$ cat config.mk
export PLATFORM = sky130hd
export DESIGN_NAME = se_narrow_16b_12b
export DESIGN_NICKNAME = d
export VERILOG_FILES = /design/src/rtl/se_narrow_16b_12b.sv
export SDC_FILE = /design/constraint.sdc
export NUM_CORES = 1
export LEC_CHECK = 0
export ABC_AREA = 1
export BUFFER_PORTS_ARGS = -buffer_cell sky130_fd_sc_hd__buf_4
export CORE_ASPECT_RATIO = 0.6
export CORE_UTILIZATION = 44
export DETAILED_ROUTE_END_ITERATION = 8
export GPL_TIMING_DRIVEN = 0
export PLACE_DENSITY_LB_ADDON = 0.25
export RECOVER_POWER = 25
export SLEW_MARGIN = 20
export SYNTH_ARGS = -nofsm -noshare
export SYNTH_HDL_FRONTEND = slang
export SYNTH_SLANG_ARGS = --single-unit
$ cat constraint.sdc
create_clock -name clk -period 1.2 [get_ports clk]
set_input_delay 0.3 -clock clk [delete_from_list [all_inputs] [get_ports clk]]
set_output_delay 0.3 -clock clk [all_outputs]
set_load 0.02 [all_outputs]
$ cat src/rtl/se_narrow_16b_12b.sv
// Registered 16b -> 12b signed narrowing stage with overflow detect, saturate/wrap
// select, valid/ready output handshake and debug overflow sticky flag/counter.
module se_narrow_16b_12b #(
  parameter int unsigned CNT_W = 8
) (
  input  logic             clk,
  input  logic             rst_n,
  input  logic [15:0]      in,
  input  logic             in_valid,
  output logic             in_ready,
  input  logic             sat_mode,
  input  logic             clr,
  output logic [11:0]      out,
  output logic             out_ovf,
  output logic             out_valid,
  input  logic             out_ready,
  output logic             ovf_sticky,
  output logic [CNT_W-1:0] ovf_count
);

  logic             w_fit;
  logic             w_ovf;
  logic             w_accept;
  logic [11:0]      w_result;

  logic [11:0]      r_out;
  logic             r_out_ovf;
  logic             r_out_valid;
  logic             r_ovf_sticky;
  logic [CNT_W-1:0] r_ovf_count;

  // Fits in 12 bits signed iff the top five bits are a pure sign extension.
  assign w_fit = (in[15:11] == '0) || (in[15:11] == '1);
  assign w_ovf = !w_fit;

  always_comb begin
    w_result = in[11:0];
    if (w_ovf && sat_mode) begin
      w_result = in[15] ? 12'h800 : 12'h7FF;
    end
  end

  assign in_ready = !r_out_valid || out_ready;
  assign w_accept = in_valid && in_ready;

  always_ff @(posedge clk or negedge rst_n) begin
    if (!rst_n) begin
      r_out       <= '0;
      r_out_ovf   <= 1'b0;
      r_out_valid <= 1'b0;
    end else if (w_accept) begin
      r_out       <= w_result;
      r_out_ovf   <= w_ovf;
      r_out_valid <= 1'b1;
    end else if (out_ready) begin
      r_out_valid <= 1'b0;
    end
  end

  // An overflowing accept takes priority over clr, restarting the count at one.
  always_ff @(posedge clk or negedge rst_n) begin
    if (!rst_n) begin
      r_ovf_sticky <= 1'b0;
      r_ovf_count  <= '0;
    end else if (w_accept && w_ovf) begin
      r_ovf_sticky <= 1'b1;
      if (clr) begin
        r_ovf_count <= CNT_W'(1);
      end else if (r_ovf_count != '1) begin
        r_ovf_count <= r_ovf_count + CNT_W'(1);
      end
    end else if (clr) begin
      r_ovf_sticky <= 1'b0;
      r_ovf_count  <= '0;
    end
  end

  assign out        = r_out;
  assign out_ovf    = r_out_ovf;
  assign out_valid  = r_out_valid;
  assign ovf_sticky = r_ovf_sticky;
  assign ovf_count  = r_ovf_count;

endmodule

==> results of run 1 <==
## worst max-delay path by stage
stage,startpoint,endpoint,slack [ns]
floorplan,ovf_count[0]$_DFFE_PN0P_,ovf_count[0]$_DFFE_PN0P_,-0.02
global placement,out_ready,ovf_count[5]$_DFFE_PN0P_,-0.08
detailed placement,out_ready,ovf_count[7]$_DFFE_PN0P_,-0.15
CTS,ovf_count[1]$_DFFE_PN0P_,ovf_count[7]$_DFFE_PN0P_,-0.06
global route,ovf_count[0]$_DFFE_PN0P_,ovf_count[3]$_DFFE_PN0P_,-0.15
finish,ovf_count[0]$_DFFE_PN0P_,ovf_count[3]$_DFFE_PN0P_,-0.08
## through the flow
| stage | power, mW | worst slack, ns | hold WS (ns) |
|---|---|---|---|
| 2_1_floorplan | 1.243 | -0.02168 | 0.004409 |
| 3_3_place_gp | 1.493 | -0.07920 | 0.2064 |
| 3_5_place_dp | 1.512 | -0.1521 | 0.2096 |
| 4_1_cts | 2.028 | -0.06358 | 0.3081 |
| 5_1_grt | 2.135 | -0.1485 | 0.3193 |
| 6_report | 2.037 | -0.07772 | 0.3032 |
## flip-flops by register name, summed over array words and instances (netlist names)
register / count
out: 12
ovf_count: 8
out_ovf: 1
out_valid: 1
ovf_sticky: 1
## metal layers
layer  vias to the layer above  global-route usage, %  wire length (um)
li1                        671                      -                 -
met1                       598                  28.86              1608
met2                        42                  37.01              1499
met3                         4                  6.150               176
met4                         0                  4.706                22
met5                         -                      0                 0
## layout make-up
| cell class | count | area, sq um | area share (%) |
|---|---|---|---|
| clock buffer | 3 | 41.29 | 2.150 |
| sequential | 23 | 584.3 | 30.42 |
| inverter | 13 | 53.80 | 2.801 |
| buffer | 5 | 50.05 | 2.606 |
| timing repair buffer | 56 | 431.7 | 22.48 |
| multi-input combinational | 136 | 704.4 | 36.68 |
| clock inverter | 1 | 5.005 | 0.2606 |
| tap | 40 | 50.05 | 2.606 |
## power breakdown
group	switching, mW	internal [mW]
combinational	0.343	0.271
sequential	0.0609	0.861
clock	0.269	0.233
total	0.673	1.36
## critical path: stages, from the launching register on
cell and delay (ns):
dfrtp_2 0.45, ha_4 0.18, nand2_4 0.08, inv_4 0.05, nand3_4 0.11, nand3_4 0.14, nand3_1 0.10, nand2_1 0.06
## cell usage in the layout (no fill, tap or decap), types with 3 or more instances in the layout
cell type,n
nand3_4,3
nand2_2,6
dfrtp_1,16
clkbuf_8,4
buf_6,4
nand2_4,3
buf_4,51
dfrtp_2,7
nand3_2,7
nand2_1,86
inv_1,11
nand3_1,9
nor2_1,11
## timing repair
action                     CTS  global route
gates resized for setup     11             4
pin swaps                    3             2
setup buffers                5             5
hold endpoints to repair    23             0
hold buffers                 1             0
setup endpoints to repair   10            15
## kinds of logic (layout without fill, tap and decap cells)
kind of cell	Yosys count	in the layout	synth area share [%]
AO/OA/AOI/OAI	4	4	1.708
adder cells (fa/ha/maj)	1	1	0.9486
XOR/XNOR	2	2	1.329
buffers and inverters	18	78	7.494
AND/OR/NAND/NOR	129	129	44.88
flip-flops	23	23	43.64
==> flow_summary.yaml, run 1 <==
outcome:
  status: "finished, violations left"
  violations: "setup timing"
critical_path:
  r2r_cells: 7
  r2r-end: "ovf_count[3]$_DFFE_PN0P_"
  start_kind: "flop"
  critPathCaptureType: "flop"
  r2r-start: "ovf_count[0]$_DFFE_PN0P_"
  r2r_slack_ns: -0.08
  required_ns: 1.37
  critical_path.max_fanout: 8
  cp.arrival_ns: 1.44
  critical_path_class: "reg2reg"
route:
  vias_per_cell: 4.747
  drt-initial-drc-count: 77
  wl_per_cell_um: 11.94
  drc: 0
  antenna_left: 0
  drt_wl_total_mm: 3.307
  drtPass1Iterations: 4
  route.vias.total: 1315
min_path:
  hold_path_class: "in2reg"
  worstHoldEndpoint: "out[1]$_DFFE_PN0P_"
  worstHoldStart: "in[1]"
  hold_depth: 5
timing:
  slew_violations: 0
  finalSetupViolations: 11
  fin_worst_skew_ns: 0.001468
  finalHoldViolCount: 0
  tightest_slew_ns: 0.5622
  rsz0062_at_grt: "yes"
  setup_ws_ns: -0.07772
  fin_setup_tns_ns: -0.5545
  fin_crit_sh_pct: 106.5
  slew_headroom_pct: 62.52
  max_freq_mhz: 782.6
  fin_crit_ns: 1.278
clocking:
  worstSkewPairLatency_ns: 0.27
  htreeDepth: 1
  cts.path.max_buffers: 2
  cts_made_buffers: 3
  tritoncts: "done"
  clock_sinks: 23
  cts.root.buffer_cell: "clkbuf_8"
  path_clk_slew_ns: 0.09
logic_synthesis:
  yosysTopAreaCell: "dfrtp_1"
  synth_area_leaders: "dfrtp_1, nand2_1, nand3_1, inv_1, nor2_1"
  ys_ff_latch: 23
  synth.most_common_cell: "nand2_1"
  yosysUniqueCellTypes: 24
  async_reset_ff_share_pct: 100.0
  synth_common_cells: "nand2_1, dfrtp_1, nand3_1, inv_1, nor2_1"
  yosys_warnings: 0
  syn_inst: 177
  ys_seq_area_share_pct: 43.64
  synthFlopType: "dfrtp_1"
  synth_fp_nets: 200
  synth_area_sq_mm: 0.001319
  synth_edf_count: 0
  yosys.area.top_type_share_pct: 43.64
  synth_area_per_cell_sq_um: 7.451
power_and_ir_drop:
  p_leak_nw: 1.091
  vdd_drop_max_v: 0.0008675
  power-per-cell-area_mw_per_mm2: 1061
placed_design:
  port_buffers: 45
  placed_area_sq_mm: 0.001729
  dpl.hpwl_mm: 2.410
  dp.cells: 262
  gp_congestion: 0.8872
finish:
  drive_above_1_share_pct: 40.08
  final_cells: 277
  antenna_cells: 0
  fillers: 218
  fin_nets: 261
  area.growth.synth_to_final_pct: 45.64
  fin_util_pct: 72.13
  final_area_sq_mm: 0.001921
grt:
  grt_pass1_vias: 1183
  globalRouteOverflowTotal: 0
  grtUsageTotal_pct: 21.99
  antenna_found_initial: 0
  grt_pass1_wl_mm: 5.195
  grt_start_max_net_pins: 24
die:
  dieArea_sq_mm: 0.003227
  die_w_um: 72.68
  die_h_um: 44.41
  core_sq_mm: 0.002663
  start_util_pct: 49.53
  num_io_pins: 46
  rows: 14
flow_run:
  drv_cap: 0
(Power assumes the default switching activity.)
==> run 2, diff against run 1 <==
- CORE_UTILIZATION: 44 -> 25
- PLACE_DENSITY_LB_ADDON: 0.25 -> default
==> run 2 against run 1 <==
Compared with the run above:
- the run still ends with setup timing left
- register-to-register slack improved by 0.02 ns
- clock skew about the same
- count of clock-buffer cells in the layout increased by 1
- flip-flop and latch count did not move
- die area rose by 73%
- non-clock buffer count did not move
- global-route usage fell by 8.9 points
- combinational power grew 0.8%
- cell count rose by 9.4%
- critical path type unchanged
- largest cell class unchanged
- largest power group unchanged
==> flow_summary.yaml, run 2 (synthesis results as in run 1) <==
outcome:
  status: "finished, violations left"
  violations: "setup timing"
critical_path:
  cp_slowest_cell: "dfrtp_2"
  r2r-end: "ovf_count[5]$_DFFE_PN0P_"
  critical_path.max_fanout: 8
  crit_chain: "ha_4 -> nand2_4 -> inv_4 -> nand3_4 -> nand3_4 -> nand3_2 -> nand2_1"
  required_ns: 1.35
  r2r_cells: 7
  critPathCaptureType: "flop"
  r2r_slack_ns: -0.06
  start_kind: "flop"
  critical_path_class: "reg2reg"
  r2r-start: "ovf_count[0]$_DFFE_PN0P_"
  endpoint: "ovf_count[5]$_DFFE_PN0P_"
  crit_start: "ovf_count[0]$_DFFE_PN0P_"
  slowest_delay_ns: 0.45
  cpMostUsedCell: "nand3_4"
  cp.arrival_ns: 1.41
finish:
  fin_util_pct: 38.67
  multiInputGateArea_sq_um: 711.9
  final_common_cell: "nand2_1"
  seqCellArea_sq_um: 585.6
  final_cell_mix: "nand2_1, buf_4, dfrtp_1, inv_1, nor2_1"
  fin_nets: 261
  drive_above_1_share_pct: 40.51
  largest_reg_flops: 12
  antenna_cells: 0
  fillers: 539
  area.growth.synth_to_final_pct: 48.96
timing:
  fin_crit_sh_pct: 104.9
  rsz0062_at_grt: "yes"
  holdWs_ns: 0.3179
  max_freq_mhz: 794.5
  fin_crit_ns: 1.259
  tightest_slew_ns: 0.5899
  fin_worst_skew_ns: 0.001002
  slew_violations: 0
  slew_headroom_pct: 60.67
  setup_ws_ns: -0.05861
  finalSetupViolations: 8
  finalHoldViolCount: 0
route:
  route.vias.total: 1271
  drt_wl_total_mm: 3.459
  drtPass1Iterations: 4
  vias_per_cell: 4.195
  wl_per_cell_um: 11.42
  drc: 0
  drt-initial-drc-count: 45
  antenna_left: 0
clocking:
  worstSkewPairLatency_ns: 0.26
  tritoncts: "done"
  clock_sinks: 23
  cts_made_buffers: 3
  cts.root.buffer_cell: "clkbuf_8"
  cts.path.max_buffers: 2
  htreeDepth: 1
  path_clk_slew_ns: 0.08
die:
  num_io_pins: 46
  start_util_pct: 25.96
  rows: 20
  die_h_um: 58.26
  die_w_um: 95.77
  dieArea_sq_mm: 0.005579
  core_sq_mm: 0.005080
grt:
  globalRouteOverflowTotal: 0
  grt_pass1_wl_mm: 5.623
  grt_start_max_net_pins: 24
  antenna_found_initial: 0
  grt_pass1_vias: 1200
  grtUsageTotal_pct: 13.13
power_and_ir_drop:
  p_seq_share_pct: 45.7
  power_switching_mw: 0.6450
  clkPwrFrac_pct: 23.6
  power-per-cell-area_mw_per_mm2: 1027
  p_sw_share_pct: 31.97
  p_leak_nw: 1.090
  cell_internal_pwr_mw: 1.373
  power_frac_comb_pct: 30.7
  vdd_drop_max_v: 0.0004122
placed_design:
  gp_congestion: 0.8033
  dpl.hpwl_mm: 2.594
  port_buffers: 45
min_path:
  hold_path_class: "in2reg"
flow_run:
  drv_cap: 0
-- run 2: changes by cell type in the layout (fill, tap and decap cells not counted), sizes merged --
cell / previous run / this run
clkinv: 1 / 0
clkbuf: 5 / 6
-- run 2: worst min-delay path by stage --
stage | end | startpoint | cells past startpoint
6_report | out[8]$_DFFE_PN0P_ | in[8] | 5
3_5_place_dp | out[3]$_DFFE_PN0P_ | rst_n | 1
3_3_place_gp | out[0]$_DFFE_PN0P_ | rst_n | 1
5_1_grt | out[10]$_DFFE_PN0P_ | in[10] | 5
2_1_floorplan | out[0]$_DFFE_PN0P_ | rst_n | 0
4_1_cts | out[7]$_DFFE_PN0P_ | in[7] | 5
-- run 2: per-layer routing --
metal | global-route usage [%] | wire length, um | up-vias
met3 | 3.018 | 180 | 2
met4 | 2.559 | 14 | 0
met1 | 19.48 | 1834 | 568
li1 | - | - | 668
met2 | 19.49 | 1430 | 33
met5 | 0 | 0 | -
-- run 2: worst max-delay path: cells and delay by family, from the launching register on --
kind | cells | cell delay [ns]
AND/OR/NAND/NOR | 5 | 0.48
flip-flops | 1 | 0.45
adder cells (fa/ha/maj) | 1 | 0.18
buffers and inverters | 1 | 0.04
-- run 2: through the flow --
step	cells	setup slack (ns)	instance area, sq um	power [mW]	setup TNS, ns
6_report	303	-0.05861	1964	2.018	-0.3498
5_1_grt	303	-0.1345	1964	2.152	-1.043
4_1_cts	297	-0.05120	1884	2.034	-0.3759
3_5_place_dp	288	-0.1188	1762	1.522	-1.602
3_3_place_gp	288	-0.1153	1762	1.514	-1.280
2_1_floorplan	177	-0.02168	1341	1.243	-0.1097
-- run 2: power groups by stage --
stage / registers (mW) / logic [mW] / clock network, mW
after global placement: 0.941 / 0.573 / 0
after global routing: 0.933 / 0.681 / 0.537
after CTS: 0.924 / 0.612 / 0.498
after detailed placement: 0.941 / 0.581 / 0
after floorplan: 1.04 / 0.206 / 0
final: 0.922 / 0.619 / 0.477
-- run 2: area by class of cell --
type	instances	share of cell area [%]
timing repair buffer	56	22.17
clock buffer	4	2.293
sequential	23	29.81
buffer	5	2.548
multi-input combinational	136	36.24
inverter	13	2.739
tap	66	4.204
-- run 2: repair_timing --
item                                   4_1_cts  5_1_grt
gates resized for setup                      9        9
endpoints found under the hold margin       23        0
setup endpoints to repair                   11       15
pin swaps                                    2        4
hold buffers                                 1        0
buffers inserted                             4        6
